==> config.mk <==
export PLATFORM = sky130hd
export DESIGN_NAME = in_channel
export DESIGN_NICKNAME = d
export VERILOG_FILES = /design/src/rtl/xserial_pkg.sv /design/src/rtl/rx_fifo.sv /design/src/rtl/in_channel.sv
export SDC_FILE = /design/constraint.sdc
export NUM_CORES = 1
export LEC_CHECK = 0
export ABC_AREA = 1
export ABC_CLOCK_PERIOD_IN_PS = 2000
export CAP_MARGIN = 40
export CORE_UTILIZATION = 40
export CTS_CLUSTER_SIZE = 40
export DETAILED_ROUTE_END_ITERATION = 8
export PLACE_DENSITY = 0.66
export SLEW_MARGIN = 40
export SYNTH_ARGS = -nofsm -noshare
export SYNTH_HDL_FRONTEND = slang
export SYNTH_SLANG_ARGS = --single-unit
==> constraint.sdc <==
create_clock -name clock -period 2 [get_ports clock]
set_input_delay 0.3 -clock clock [delete_from_list [all_inputs] [get_ports clock]]
set_output_delay 0.3 -clock clock [all_outputs]
set_load 0.05 [all_outputs]
==> src/rtl/xserial_pkg.sv <==
// Shared XSerial definitions: frame geometry, flow-control message codes
// and the receive deserialiser state encoding.
package xserial_pkg;

  // Start + 12 payload + parity + stop.
  localparam int FRAME_BITS   = 15;
  localparam int PAYLOAD_BITS = 12;

  typedef logic [PAYLOAD_BITS-1:0] payload_t;

  // Payloads reserved for link-level flow control; never delivered upward.
  localparam payload_t HALT_MSG   = 12'h014;
  localparam payload_t RESUME_MSG = 12'h024;

  typedef enum logic [2:0] {
    IDLE,
    DATA,
    PARITY,
    STOP,
    WAIT1
  } rx_state_t;

endpackage

==> src/rtl/rx_fifo.sv <==
// Receive FIFO: power-of-two ring buffer with first-word fall-through head.
// A write while full is accepted only if the head is popped in the same cycle.
module rx_fifo
  import xserial_pkg::*;
#(
  parameter int DEPTH = 4,
  parameter int WIDTH = PAYLOAD_BITS,
  localparam int AW   = $clog2(DEPTH),
  localparam int CW   = $clog2(DEPTH + 1)
) (
  input  logic             clock,
  input  logic             reset,
  input  logic             wr_en_i,
  input  logic [WIDTH-1:0] wr_data_i,
  input  logic             rd_ready_i,
  output logic [WIDTH-1:0] rd_data_o,
  output logic             valid_o,
  output logic             full_o,
  output logic [CW-1:0]    count_o
);

  localparam logic [CW-1:0] FULL_CNT = CW'(DEPTH);

  logic [WIDTH-1:0] mem_q [DEPTH];
  logic [AW-1:0]    wr_ptr_q, wr_ptr_d;
  logic [AW-1:0]    rd_ptr_q, rd_ptr_d;
  logic [CW-1:0]    count_q,  count_d;
  logic             push, pop;

  assign valid_o = (count_q != '0);
  assign full_o  = (count_q == FULL_CNT);
  assign count_o = count_q;
  assign pop     = valid_o && rd_ready_i;
  assign push    = wr_en_i && (!full_o || pop);

  // Empty FIFO presents zero so the head reads as 0 straight out of reset.
  assign rd_data_o = valid_o ? mem_q[rd_ptr_q] : '0;

  // Storage write port.
  // NOTE: the data array has no reset; valid_o masks stale contents, and
  // leaving it unreset lets synthesis map it onto plain registers/RAM.
  always_ff @(posedge clock) begin
    if (push) mem_q[wr_ptr_q] <= wr_data_i;
  end

  // Next pointer/count values; pointers wrap naturally at DEPTH.
  always_comb begin
    wr_ptr_d = wr_ptr_q;
    rd_ptr_d = rd_ptr_q;
    count_d  = count_q;
    if (push) wr_ptr_d = wr_ptr_q + 1'b1;
    if (pop)  rd_ptr_d = rd_ptr_q + 1'b1;
    case ({push, pop})
      2'b10:   count_d = count_q + 1'b1;
      2'b01:   count_d = count_q - 1'b1;
      default: count_d = count_q;
    endcase
  end

  // Pointer and occupancy registers.
  always_ff @(posedge clock or negedge reset) begin
    if (!reset) begin
      wr_ptr_q <= '0;
      rd_ptr_q <= '0;
      count_q  <= '0;
    end else begin
      wr_ptr_q <= wr_ptr_d;
      rd_ptr_q <= rd_ptr_d;
      count_q  <= count_d;
    end
  end

endmodule

==> src/rtl/in_channel.sv <==
// XSerial port receiver: deserialises LSB-first 15-bit frames, checks
// parity/stop, consumes HALT/RESUME locally, buffers data frames and asks
// the paired transmitter for HALT/RESUME as the receive FIFO fills/drains.
module in_channel
  import xserial_pkg::*;
#(
  parameter int FIFO_DEPTH   = 4,
  parameter int HALT_LEVEL   = 2,
  parameter int RESUME_LEVEL = 1
) (
  input  logic                    clock,
  input  logic                    reset,
  input  logic                    in_data,
  output logic [PAYLOAD_BITS-1:0] frame_data,
  output logic                    frame_valid,
  input  logic                    frame_ready,
  output logic                    halted,
  output logic                    flow_req,
  output logic                    flow_halt,
  input  logic                    flow_ack,
  output logic                    parity_err,
  output logic                    frame_err,
  output logic                    overflow
);

  localparam int CW = $clog2(FIFO_DEPTH + 1);
  localparam logic [CW-1:0] HALT_CNT   = CW'(HALT_LEVEL);
  localparam logic [CW-1:0] RESUME_CNT = CW'(RESUME_LEVEL);

  rx_state_t state_q, state_d;
  logic [3:0] bit_cnt_q, bit_cnt_d;
  payload_t   shift_q,   shift_d;
  logic       parity_q,  parity_d;
  logic       par_bad_q, par_bad_d;
  logic       halted_q,  halted_d;
  logic       want_halt_q, want_halt_d;
  logic       sent_halt_q, sent_halt_d;
  logic       parity_err_q, parity_err_d;
  logic       frame_err_q,  frame_err_d;
  logic       overflow_q,   overflow_d;

  logic          fifo_wr;
  logic          fifo_full;
  logic [CW-1:0] fifo_count;
  logic          fifo_pop;

  rx_fifo #(
    .DEPTH (FIFO_DEPTH),
    .WIDTH (PAYLOAD_BITS)
  ) u_fifo (
    .clock      (clock),
    .reset      (reset),
    .wr_en_i    (fifo_wr),
    .wr_data_i  (shift_q),
    .rd_ready_i (frame_ready),
    .rd_data_o  (frame_data),
    .valid_o    (frame_valid),
    .full_o     (fifo_full),
    .count_o    (fifo_count)
  );

  assign fifo_pop = frame_valid && frame_ready;

  // Deserialiser next state, frame evaluation and error pulse generation.
  // NOTE: every signal gets its default first so no path through the case
  // leaves one unassigned, which would otherwise infer a latch.
  always_comb begin
    state_d      = state_q;
    bit_cnt_d    = bit_cnt_q;
    shift_d      = shift_q;
    parity_d     = parity_q;
    par_bad_d    = par_bad_q;
    halted_d     = halted_q;
    fifo_wr      = 1'b0;
    parity_err_d = 1'b0;
    frame_err_d  = 1'b0;
    unique case (state_q)
      IDLE: begin
        if (!in_data) begin
          state_d   = DATA;
          bit_cnt_d = '0;
          parity_d  = 1'b0;
        end
      end
      DATA: begin
        shift_d   = {in_data, shift_q[PAYLOAD_BITS-1:1]};
        parity_d  = parity_q ^ in_data;
        bit_cnt_d = bit_cnt_q + 4'd1;
        if (bit_cnt_q == 4'(PAYLOAD_BITS - 1)) state_d = PARITY;
      end
      PARITY: begin
        par_bad_d = in_data ^ parity_q;
        state_d   = STOP;
      end
      STOP: begin
        if (!in_data) begin
          // A bad stop bit outranks a parity error; wait for the line to
          // go high so a stuck-low line is not read as a new start bit.
          frame_err_d = 1'b1;
          state_d     = WAIT1;
        end else begin
          state_d = IDLE;
          if (par_bad_q)                  parity_err_d = 1'b1;
          else if (shift_q == HALT_MSG)   halted_d     = 1'b1;
          else if (shift_q == RESUME_MSG) halted_d     = 1'b0;
          else                            fifo_wr      = 1'b1;
        end
      end
      WAIT1: begin
        if (in_data) state_d = IDLE;
      end
      default: state_d = IDLE;
    endcase
  end

  // Overflow: a data frame arrives with no room and no pop to make room.
  assign overflow_d = fifo_wr && fifo_full && !fifo_pop;

  // Flow-control intent with hysteresis between the two levels, and the
  // record of which message the transmitter last accepted.
  always_comb begin
    want_halt_d = want_halt_q;
    sent_halt_d = sent_halt_q;
    if (fifo_count >= HALT_CNT)        want_halt_d = 1'b1;
    else if (fifo_count <= RESUME_CNT) want_halt_d = 1'b0;
    if (flow_ack) sent_halt_d = want_halt_q;
  end

  assign flow_req   = (want_halt_q != sent_halt_q);
  assign flow_halt  = want_halt_q;
  assign halted     = halted_q;
  assign parity_err = parity_err_q;
  assign frame_err  = frame_err_q;
  assign overflow   = overflow_q;

  // Receiver state register; reset discards any partially received frame.
  // NOTE: sequential state uses non-blocking assignments only, so every
  // register samples pre-edge values regardless of statement order.
  always_ff @(posedge clock or negedge reset) begin
    if (!reset) begin
      state_q      <= IDLE;
      bit_cnt_q    <= '0;
      shift_q      <= '0;
      parity_q     <= 1'b0;
      par_bad_q    <= 1'b0;
      halted_q     <= 1'b0;
      want_halt_q  <= 1'b0;
      sent_halt_q  <= 1'b0;
      parity_err_q <= 1'b0;
      frame_err_q  <= 1'b0;
      overflow_q   <= 1'b0;
    end else begin
      state_q      <= state_d;
      bit_cnt_q    <= bit_cnt_d;
      shift_q      <= shift_d;
      parity_q     <= parity_d;
      par_bad_q    <= par_bad_d;
      halted_q     <= halted_d;
      want_halt_q  <= want_halt_d;
      sent_halt_q  <= sent_halt_d;
      parity_err_q <= parity_err_d;
      frame_err_q  <= frame_err_d;
      overflow_q   <= overflow_d;
    end
  end

endmodule

# ---- Word level (Yosys, flattened, before mapping)
# Memories as Yosys holds them, arrays and structs flattened.
# Index checks and enable logic that the tools add are counted.
# W data, S select, Z words.
dict set report op_classes {
  n_addsub 5
  multipliers 0
  div 0
  order_cmp 2
  n_eq_ne 14
  shift 0
  n_mux 27
  bitwise 2
  n_reduce_logical 16
}
# operator count
set op_table {}
lappend op_table {{$mux W1} 17}
lappend op_table {{$pmux W3 S5} 1}
lappend op_table {{$eq A12 B5 Y1 const B} 1}
lappend op_table {{$eq A12 B6 Y1 const B} 1}
lappend op_table {{$mux W12} 1}
lappend op_table {{$mux W3} 4}
lappend op_table {{$pmux W4 S2} 1}
lappend op_table {{$reduce_bool A2 Y1} 4}
lappend op_table {{$eq A3 B2 Y1 const B} 2}
lappend op_table {{$eq A3 B3 Y1 const B} 2}
lappend op_table {{$ne A2 B2 Y1 const B} 3}
lappend op_table {{$pmux W3 S2} 1}
lappend op_table {{$add A2 B1 Y2 const B} 2}
lappend op_table {{$add A4 B1 Y4 const B} 1}
lappend op_table {{$eq A4 B4 Y1 const B} 1}
lappend op_table {{$logic_and A1 B1 Y1} 4}
lappend op_table {{$mux W4} 1}
lappend op_table {{$reduce_and A4 Y1} 1}
lappend op_table {{$add A3 B1 Y3 const B} 1}
lappend op_table {{$eq A3 B1 Y1 const B} 1}
lappend op_table {{$ge A3 B2 Y1 const B} 1}
lappend op_table {{$le A3 B1 Y1 const B} 1}
lappend op_table {{$logic_not A3 Y1} 1}
lappend op_table {{$reduce_and A3 Y1} 1}
lappend op_table {{other kinds (11)} 12}
dict set report totals {
  regBits 34
  latchBits 0
  ramBits 48
  mem_bits_ro 0
  in_bits 5
  out_inout_bits 19
  elab_cells 81
  mem_count 1
}
# memory words word_bits rd rd_clocked_by_memory_dff wr line_no
set memory_table {}
lappend memory_table {u_fifo.mem_q 4 12 1 0 1 rx_fifo.sv:24} ;# logic [WIDTH-1:0] mem_q [DEPTH];

# ---- Depth between registers and ports, before layout
dict set report logic_depth {
  depth_word 9
  ltp_mapped 11
  ltp_nobuf 11
}

# ---- Hierarchy
# A second synthesis with hierarchy kept.
dict set report unflattened {
  cells_unflattened 339
  hier_area_um2 3579.7
}
# mod instances cells_each area_per_inst_um2 seq_area_each_um2
set by_module_without_submodules {}
lappend by_module_without_submodules {rx_fifo 1 197 2349.8 1616.6}
lappend by_module_without_submodules {in_channel 1 142 1229.9 675.6}

# ---- Worst setup path after synthesis
# OpenSTA, ideal clock, no wires.
dict set report synth_timing {
  path_type {register to output}
  from {register u_fifo.count_q[0], in the netlist u_fifo.count_o[0]}
  to {output frame_data[0]}
  arrival_time_ns 1.957
  required_time_ns 1.700
  path_slack_ns -0.257
  stages_incl_launch_ff 7
  n_path_buf 1
  cell_sequence {dfrtp_1 inv_1 ha_1 nand2_4 inv_1 clkbuf_1 a21oi_1}
}
dict set report synth_between {
  elab_chain_len 2
}
# element line_no
set synth_lines {}
lappend synth_lines {{from (decl)} rx_fifo.sv:27} ;# logic [CW-1:0] count_q, count_d;
lappend synth_lines {{from (signal assigned)} rx_fifo.sv:69} ;# count_q <= count_d;
lappend synth_lines {{$reduce_bool A3 Y1} rx_fifo.sv:30} ;# assign valid_o = (count_q != '0);
lappend synth_lines {{named net frame_valid} in_channel.sv:15} ;# output logic frame_valid,
lappend synth_lines {{$mux W12} rx_fifo.sv:37} ;# assign rd_data_o = valid_o ? mem_q[rd_ptr_q] : '0;
lappend synth_lines {{to (decl)} in_channel.sv:14} ;# output logic [PAYLOAD_BITS-1:0] frame_data,
# The timed path passes the listed nets, and every way through them passes these cells.

# ---- Worst setup path in the final report
dict set report layout_timing {
  from {register u_fifo.rd_ptr_q[0]}
  to {output frame_data[9]}
}
dict set report layout_between {
  elab_chain_len 2
}
# element line_no
set layout_lines {}
lappend layout_lines {{from (decl)} rx_fifo.sv:26} ;# logic [AW-1:0] rd_ptr_q, rd_ptr_d;
lappend layout_lines {{from (signal assigned)} rx_fifo.sv:68} ;# rd_ptr_q <= rd_ptr_d;
lappend layout_lines {{$mem_v2 Z4 W12} n/a}
lappend layout_lines {{$mux W12} rx_fifo.sv:37}
# No other way between the ends.

==> results.py <==
metrics = {
    "route": {
        "dr.first_iter.drc_count": 119,
        "via_count": 2397,
        "ant_nets": 0,
        "drcViolationCount": 0,
        "wl_per_cell_um": 14.19,
        "vias_per_cell": 4.882,
        "wirelength_mm": 6.969,
        "firstDrtPassIters": 4,
    },
    "synth": {
        "synth_fa_ha_area_share_pct": 3.504,
        "synth_compound_area_share_pct": 9.040,
        "ys_warn_count": 0,
        "synth_area_per_cell_um2": 10.60,
        "synthTopCellsByCount": "69 x nor2_1, 48 x edfxtp_1, 44 x o21ai_0",
        "muxShareOfSynthArea_pct": 0.5957,
        "synth_top_family_by_area": "simple AND/OR/NAND/NOR gates",
        "yosys.cell_types.count": 27,
        "synthFlopType": "edfxtp_1",
        "synth_area_leaders": "edfxtp_1 40%, dfrtp_1 24%, nor2_1 7.3%",
        "synth_top_area_share_pct": 40.36,
        "synth_area_um2": 3571,
        "synth_xor_xnor_area_share_pct": 1.717,
        "synth-async-reset-ratio_pct": 41.46,
        "ys_seq_elements": 82,
        "synth.most_common_cell": "nor2_1",
        "synth_nets": 352,
        "synth_edf_count": 48,
        "yosys.area_share.simple_pct": 15.63,
        "syn_inst": 337,
        "synth_top_cell_by_area": "edfxtp_1",
        "seq_area_frac_synth_pct": 64.19,
    },
    "global_routing": {
        "grt_pass1_wl_mm": 10.81,
        "grt_start_max_net_pins": 35,
        "track_usage_pct": 15.98,
        "grt_pass1_vias": 2341,
        "antenna_found_initial": 0,
        "globalRouteOverflowTotal": 0,
    },
    "die": {
        "fp-row-count": 34,
        "die_area_um2": 9309,
        "die_w_um": 96.49,
        "fp.dieH_um": 96.49,
        "start_util_pct": 41.15,
        "core_area_um2": 8678,
        "io_pins": 24,
    },
    "cells_and_area": {
        "drive_above_1_share_pct": 22.72,
        "design_area_um2": 4602,
        "diodes": 0,
        "area_growth_pct": 28.87,
        "regArea_um2": 2295,
        "fillCellCount": 756,
        "finalNetCount": 393,
        "multi_input_area_um2": 1256,
    },
    "timing": {
        "fmax_mhz": 516.0,
        "hold_ws_ns": 0.3577,
        "drv_slew": 0,
        "setup_ws_ns": 0.06205,
        "finalSetupViolations": 0,
        "slew_headroom_pct": 63.25,
        "setup-tns-final_ns": 0,
        "rsz0062_at_grt": "yes",
        "finalClockSkew_ns": 0.007951,
        "fin_crit_ns": 1.938,
        "post-route-period-util_pct": 96.90,
        "final-hold-violation-count": 0,
        "worst_pin_slew_ns": 0.5455,
    },
    "critical_path": {
        "crit_type": "flip-flop to primary output",
        "cp_slowest_stage_delay_ns": 0.45,
        "worst-path-max-fanout": 9,
        "crit_family": "flip-flops",
        "crit_buf_inv": 2,
        "worstSetupStartpointType": "flip-flop",
        "arrival_ns": 1.64,
        "worstPathRequired_ns": 1.70,
        "cp_common_cell": "nor2_1",
        "crit_slowest_cell": "dfrtp_2",
        "endpoint_kind": "primary output",
        "crit_chain": "buf_4 > nor2_1 > nor2_1 > o21ai_0 > a21oi_4 > buf_12",
        "ff2ff_setup_slack_ns": 0.13,
    },
    "hold_path": {
        "hold_path_class": "input port to asynchronous set/reset pin",
    },
    "pwr": {
        "power-per-cell-area_nw_per_um2": 1782,
        "p_total_mw": 8.200,
        "switchingPower_mw": 3.562,
        "ir_worst_vdd_mv": 0.9495,
        "p_int_mw": 4.638,
        "switching_share_pct": 43.44,
        "p_comb_share_pct": 52.7,
        "p_seq_share_pct": 31.8,
        "clock_power_share_pct": 15.4,
        "leakagePower_nw": 1.816,
    },
    "clocking": {
        "cts_max_level": 3,
        "hold_buffers": 0,
        "insertion_delay_ns": 0.36,
        "cts_made_buffers": 9,
        "clock-sinks": 82,
        "clk_pin_slew_ns": 0.09,
        "tritoncts": "done",
        "root_buffer": "clkbuf_8",
        "cts_buffer_depth": 2,
    },
    "placed_design": {
        "numPortBuffers": 23,
        "dp_hpwl_mm": 4.501,
        "preCtsSetupSlack_ns": 0.06620,
        "gp_congestion": 0.7959,
        "placed_cell_area_um2": 4169,
    },
    "run": {
        "maxCapViolCount": 0,
    },
    "run_status": {
        "status": "complete, no violations",
    },
}
-- cells in the final DEF (no fill, tap or decap) --
cell / netlist / routed
clkdlybuf4s50_1: 0 / 9
nor2_4: 1 / 3
nand4_2: 2 / 2
buf_4: 1 / 13
inv_6: 0 / 1
ha_4: 0 / 1
inv_8: 0 / 1
inv_4: 0 / 1
nand2_1: 36 / 36
nand3_1: 11 / 11
dfrtp_2: 0 / 2
clkbuf_8: 0 / 10
xnor2_1: 1 / 1
inv_1: 31 / 27
clkinv_4: 0 / 1
a21oi_1: 15 / 3
buf_6: 1 / 1
inv_2: 3 / 4
nand2_4: 4 / 4
nor3_1: 1 / 1
nor2_1: 69 / 65
o21ai_1: 0 / 10
o22ai_1: 3 / 3
mux2i_1: 1 / 1
clkinvlp_4: 0 / 5
o21ai_0: 44 / 34
mux2_2: 1 / 1
nand2_2: 2 / 2
bufinv_16: 0 / 1
a21oi_4: 0 / 12
a21oi_2: 1 / 1
dfrtp_1: 34 / 32
ha_1: 10 / 9
buf_12: 0 / 18
nand3_2: 1 / 1
edfxtp_1: 48 / 48
nor2_2: 0 / 2
xor2_1: 6 / 6
-- power groups by stage --
stage / registers (mW) / clock network (mW) / logic (mW)
after global placement: 2.60 / 0 / 3.67
after global routing: 2.67 / 1.34 / 4.66
after CTS: 2.59 / 1.28 / 4.24
after floorplan: 2.53 / 0 / 2.32
after detailed placement: 2.63 / 0 / 3.73
final: 2.61 / 1.27 / 4.32
-- worst reg2reg max path, cell delays in order (launching register included) --
cell and delay [ns]:
dfrtp_1 0.37, inv_2 0.08, ha_4 0.17, nand2_4 0.08, buf_4 0.12, nand2_4 0.05, nand3_1 0.11, nand3_2 0.24
nor2_2 0.22, buf_12 0.16
-- state kept, by name, indices dropped and copies added (netlist names) --
name             flops
shift_q             12
parity_err           1
u_fifo.wr_ptr_q      2
par_bad_q            1
u_fifo.rd_ptr_q      2
overflow             1
flow_halt            1
parity_q             1
halted               1
sent_halt_q          1
u_fifo.count_o       3
state_q              3
bit_cnt_q            4
frame_err            1
u_fifo.mem_q        48
-- cell type report --
type	instances	share of cell area, %
Sequential cell	82	49.86
Multi-Input combinational cell	209	27.30
Timing Repair Buffer	41	12.15
Clock buffer	10	2.991
Inverter	34	2.991
Tap cell	108	2.936
Clock inverter	6	1.604
Timing Repair inverter	1	0.1631
-- per-stage QoR --
stage,util (%),std cells
3_3_place_gp,48.04,469
3_5_place_dp,48.04,469
6_report,53.03,491
5_1_grt,53.03,491
2_1_floorplan,-,337
4_1_cts,52.64,489
-- logic make-up (layout without fill, tap and decap cells) --
group / after synthesis / count (layout)
flops: 82 / 82
compound gates: 63 / 63
fa+ha+maj: 10 / 10
mux: 2 / 2
xor+xnor: 7 / 7
simple gates: 127 / 127
buf+inv: 46 / 92
-- layer usage --
metal  GRT usage, %  share of wire [%]  vias up
met5              0                  0        -
met4          7.721                2.0        0
met3          3.678                4.9       15
met2          27.05                 49       56
met1          19.21                 44     1132
li1               -                  -     1194
-- final timing paths --
kind / from / to / depth (start not counted)
min in group clock: bit_cnt_q[0] / bit_cnt_q[0] / 1
max in group asynchronous: reset / u_fifo.rd_ptr_q[1] / 2
worst min register to register: bit_cnt_q[0] / bit_cnt_q[0] / 1
worst max register to register: u_fifo.count_o[0] / u_fifo.mem_q[2][8] / 9
worst max-delay path: u_fifo.rd_ptr_q[0] / frame_data[9] / 6
worst min-delay path: reset / flow_halt / 2
-- timing repair --
action,4_1_cts,5_1_grt
pin swaps,1,1
gates cloned,0,1
gates resized for setup,29,16
endpoints found under the setup margin,12,33
setup buffers,4,1
Note: power is estimated with default switching activity, not from simulation.
